**src/rtl/uart_rx.sv**
```systemverilog
// uart_rx -- 8N1 asynchronous serial receiver.
//   Oversamples the line by CLKS_PER_BIT and samples every bit at its centre.
//   Ports:
//     i_clk          system clock, rising edge
//     i_rst          asynchronous reset, active low
//     i_rx           serial line, asynchronous to i_clk, idles high
//     o_data[7:0]    last correctly framed byte, held until the next good frame
//     o_valid        one-cycle pulse when o_data has been updated
//     o_framing_err  one-cycle pulse when the stop bit is sampled low
//     o_busy         high whenever the receiver is not idle
module uart_rx #(
  parameter int CLKS_PER_BIT = 16
) (
  input  logic       i_clk,
  input  logic       i_rst,
  input  logic       i_rx,
  output logic [7:0] o_data,
  output logic       o_valid,
  output logic       o_framing_err,
  output logic       o_busy
);

  localparam int CW = $clog2(CLKS_PER_BIT);
  localparam logic [CW-1:0] HALF_M1 = CW'(CLKS_PER_BIT / 2 - 1);
  localparam logic [CW-1:0] FULL_M1 = CW'(CLKS_PER_BIT - 1);

  typedef enum logic [2:0] {
    S_IDLE, S_START, S_DATA, S_STOP, S_BREAK
  } state_t;

  state_t        r_state, w_next;
  logic          r_sync1, r_sync2;
  logic [CW-1:0] r_cnt;
  logic [2:0]    r_idx;
  logic [7:0]    r_shift;
  logic [7:0]    r_data;
  logic          r_valid, r_ferr;

  logic w_rx_s, w_half, w_full;
  logic w_cnt_clr, w_cnt_inc, w_idx_clr, w_idx_inc;
  logic w_shift_en, w_load, w_ferr_set, w_busy;

  // Both synchronizer stages reset high so leaving reset never fakes a start bit.
  always_ff @(posedge i_clk or negedge i_rst) begin
    if (!i_rst) begin
      r_sync1 <= 1'b1;
      r_sync2 <= 1'b1;
    end else begin
      r_sync1 <= i_rx;
      r_sync2 <= r_sync1;
    end
  end

  assign w_rx_s = r_sync2;
  assign w_half = (r_cnt == HALF_M1);
  assign w_full = (r_cnt == FULL_M1);

  // State register
  always_ff @(posedge i_clk or negedge i_rst) begin
    if (!i_rst) r_state <= S_IDLE;
    else        r_state <= w_next;
  end

  // Next-state logic
  always_comb begin
    w_next = r_state;
    unique case (r_state)
      S_IDLE:  if (!w_rx_s) w_next = S_START;
      // Line back high at mid-start means a glitch: drop it without flags.
      S_START: if (w_half) w_next = w_rx_s ? S_IDLE : S_DATA;
      S_DATA:  if (w_full && (r_idx == 3'd7)) w_next = S_STOP;
      S_STOP:  if (w_full) w_next = w_rx_s ? S_IDLE : S_BREAK;
      // Wait out a held-low line so it cannot be decoded as repeated frames.
      S_BREAK: if (w_rx_s) w_next = S_IDLE;
      default: w_next = S_IDLE;
    endcase
  end

  // Output / datapath control decode
  always_comb begin
    w_cnt_clr  = 1'b0;
    w_cnt_inc  = 1'b0;
    w_idx_clr  = 1'b0;
    w_idx_inc  = 1'b0;
    w_shift_en = 1'b0;
    w_load     = 1'b0;
    w_ferr_set = 1'b0;
    w_busy     = (r_state != S_IDLE);
    unique case (r_state)
      S_IDLE:  w_cnt_clr = 1'b1;   // START always begins counting from 0
      S_START: begin
        if (w_half) begin
          w_cnt_clr = 1'b1;
          w_idx_clr = 1'b1;
        end else begin
          w_cnt_inc = 1'b1;
        end
      end
      S_DATA: begin
        if (w_full) begin
          w_shift_en = 1'b1;
          w_cnt_clr  = 1'b1;
          w_idx_inc  = (r_idx != 3'd7);
        end else begin
          w_cnt_inc = 1'b1;
        end
      end
      S_STOP: begin
        if (w_full) begin
          w_load     = w_rx_s;
          w_ferr_set = !w_rx_s;
        end else begin
          w_cnt_inc = 1'b1;
        end
      end
      default: ;
    endcase
  end

  // Counters, shift register and registered strobes
  always_ff @(posedge i_clk or negedge i_rst) begin
    if (!i_rst) begin
      r_cnt   <= '0;
      r_idx   <= '0;
      r_shift <= '0;
      r_data  <= '0;
      r_valid <= 1'b0;
      r_ferr  <= 1'b0;
    end else begin
      if (w_cnt_clr)      r_cnt <= '0;
      else if (w_cnt_inc) r_cnt <= r_cnt + 1'b1;
      if (w_idx_clr)      r_idx <= '0;
      else if (w_idx_inc) r_idx <= r_idx + 1'b1;
      // LSB arrives first: shift right so bit 0 ends up holding it.
      if (w_shift_en)     r_shift <= {w_rx_s, r_shift[7:1]};
      if (w_load)         r_data  <= r_shift;
      r_valid <= w_load;
      r_ferr  <= w_ferr_set;
    end
  end

  assign o_data        = r_data;
  assign o_valid       = r_valid;
  assign o_framing_err = r_ferr;
  assign o_busy        = w_busy;

endmodule

```
**config.mk**
```make
export PLATFORM = sky130hd
export DESIGN_NAME = uart_rx
export DESIGN_NICKNAME = d
export VERILOG_FILES = /design/src/rtl/uart_rx.sv
export SDC_FILE = /design/constraint.sdc
export NUM_CORES = 1
export LEC_CHECK = 0
export CAP_MARGIN = 20
export CORE_MARGIN = 4
export CORE_UTILIZATION = 49
export CTS_BUF_LIST = sky130_fd_sc_hd__clkbuf_16
export CTS_CLUSTER_SIZE = 8
export DETAILED_ROUTE_END_ITERATION = 7
export PLACE_DENSITY = 0.78
export SLEW_MARGIN = 20
export SYNTH_ARGS = -nofsm -noshare
export SYNTH_HDL_FRONTEND = slang
export SYNTH_SLANG_ARGS = --single-unit
```
**constraint.sdc**
```tcl
create_clock -name i_clk -period 1.9 [get_ports i_clk]
set_clock_uncertainty 0.2 [all_clocks]
set_input_delay 0.38 -clock i_clk [delete_from_list [all_inputs] [get_ports i_clk]]
set_output_delay 0.38 -clock i_clk [all_outputs]
set_load 0.02 [all_outputs]
```
==> impl_metrics.json <==
{
  "max_slew.worst_pin.slew_ps": 386,
  "worstPathCellList": "clkdlybuf4s50_1",
  "vias_per_cell": 5.45,
  "tritoncts": "done",
  "final_common_cell": "dfrtp_1",
  "syn_area_um2": 1310,
  "final.setup.worst_slack_ps": 77.7,
  "final-setup-viol-count": 0,
  "cts_num_sinks": 30,
  "slew_headroom": 0.743,
  "antenna_cells": 0,
  "postSynthAreaPerCell_um2": 12.8,
  "grt.overflow.total": 0,
  "critPathRequiredTime_ps": 1320,
  "crit_arrival_ps": 1240,
  "critPathTopFamily": "buffers and inverters",
  "synth-seq-cells": 30,
  "wirelength_um": 2460,
  "h-tree-depth": 2,
  "synthDistinctLibCells": 32,
  "max_stage_delay_ps": 610,
  "synth_warnings": 0,
  "first_pass_iters": 4,
  "async_reset_ff_frac": 1.00,
  "cts_setup_buffers": 0,
  "initial_core_util": 0.522,
  "hold_ws_ps": 149,
  "ant_nets": 0,
  "nets": 135,
  "drc": 0,
  "die-area_um2": 3550,
  "synth_seq_area_share": 0.577,
  "final_cell_mix": "dfrtp_1, clkdlybuf4s50_1, buf_4",
  "hold_viol": 0,
  "hp-class": "reg -> reg",
  "drt_iter0_drc": 6,
  "cts_root_buf": "clkbuf_16",
  "finalPower_mw": 1.73,
  "grt_setup_unrepaired": "no",
  "drive_above_1_share": 0.285,
  "peakVddDrop_mv": 1.08,
  "finalCritPeriodShare": 0.959,
  "vias": 872,
  "placementRows": 18,
  "fmax_mhz": 549,
  "synth-edff-count": 0,
  "syn_nets": 108,
  "syn_inst": 102,
  "cp_slowest_cell": "clkdlybuf4s50_1",
  "clock_path_buffers": 2,
  "max_cap_violations": 0,
  "grt_pass1_wl_um": 4260,
  "fin_crit_ps": 1820,
  "path_class": "reg -> out",
  "antenna_found_initial": 0,
  "wire_per_inst_um": 15.4,
  "dp_hpwl_um": 1610,
  "die_x_um": 59.6,
  "gp_congestion": 0.864,
  "grt_max_degree": 31,
  "die_h_um": 59.6,
  "nFillCells": 161,
  "clk_latency_ps": 280,
  "finalSetupTns_ps": 0,
  "core-area_um2": 2500,
  "portBuffers": 13,
  "cp_num_buf_inv": 1,
  "synthToLayoutAreaGrowth_pct": 33.5,
  "power_density_nw_per_um2": 995,
  "p_leak_nw": 0.867,
  "drv_slew": 0,
  "start_kind": "flop",
  "synth_flop_cell": "dfrtp_1",
  "hold_buffers": 0,
  "track_usage": 0.174,
  "cts_buffers": 5,
  "io_pins": 14,
  "crit_fanout": 2,
  "fin_util": 0.697,
  "clk_pin_slew_worst_paths_ps": 50,
  "preCtsSetupSlack_ps": -39.7,
  "status": "complete, no violations",
  "endpoint_kind": "primary output",
  "grt_pass1_vias": 911
}
## cell usage after synthesis (2+ instances only)
master	n	area share
nor3_1	2	0.0077
or3_1	2	0.0096
inv_1	2	0.0058
a21oi_1	7	0.027
nand3_1	3	0.012
mux2_1	8	0.069
dfrtp_1	28	0.54
nor2_1	8	0.023
o21ai_1	2	0.0077
mux2_4	8	0.092
or2_1	2	0.0096
xnor2_1	2	0.013
dfstp_2	2	0.040
nand2_1	6	0.017
ha_1	3	0.029
## path summary, 6_finish.rpt
check	from	end	slack [ps]	depth (start not counted)
min in group asynchronous	i_rst	r_state[0]	280	2
min reg2reg	r_sync1	r_sync2	150	0
min	r_sync1	r_sync2	150	0
max in group asynchronous	i_rst	r_sync1	900	2
max reg2reg	r_cnt[2]	r_shift[3]	100	4
max	o_data[1]	o_data[1]	80	1
## registers in the layout (all words and copies together) (netlist names)
name	count
o_data	8
r_shift	8
r_sync2	1
r_idx	3
r_cnt	4
r_sync1	1
o_framing_err	1
o_valid	1
r_state	3
## power breakdown
group	switching (mW)	total [mW]	internal, mW
Combinational	0.0806	0.152	0.0710
Sequential	0.0354	0.702	0.667
Clock	0.269	0.880	0.611
Total	0.385	1.73	1.35
## cell families after synthesis
group,Yosys count,share of synthesized area
and+or+nand+nor,32,0.133
adders and majority gates,3,0.0288
buffers and inverters,4,0.0182
AOI/OAI and AO/OA,14,0.0614
muxes,16,0.161
DFF,30,0.577
xor gates and xnor gates,3,0.0201
## metrics by stage
| stage | cell area, um^2 | instances |
|---|---|---|
| global placement | 1520 | 152 |
| finish | 1740 | 160 |
| CTS | 1700 | 160 |
| global route | 1740 | 160 |
| detailed placement | 1520 | 152 |
| floorplan | 1310 | 102 |
## per-layer routing
layer / routed length (um) / part of all wire / global-route usage
met5: 0 / 0 / 0
met4: 82 / 0.033 / 0.0949
met3: 141 / 0.057 / 0.0784
met2: 1170 / 0.48 / 0.293
met1: 1070 / 0.43 / 0.179
## cell type report
class / instances / area, um^2 / area share
flip-flops and latches: 30 / 753 / 0.432
repair buffers: 22 / 193 / 0.111
clock buffers: 5 / 125 / 0.0718
well taps: 30 / 37.5 / 0.0216
multi-input cells: 68 / 586 / 0.336
inverters: 2 / 7.51 / 0.00431
clock inverters: 3 / 40.0 / 0.0230
## what timing repair did
action | in CTS | in global routing
pin swaps | 1 | 0
gates resized for setup | 4 | 7
setup endpoints to repair | 2 | 22
(Power assumes the default switching activity.)
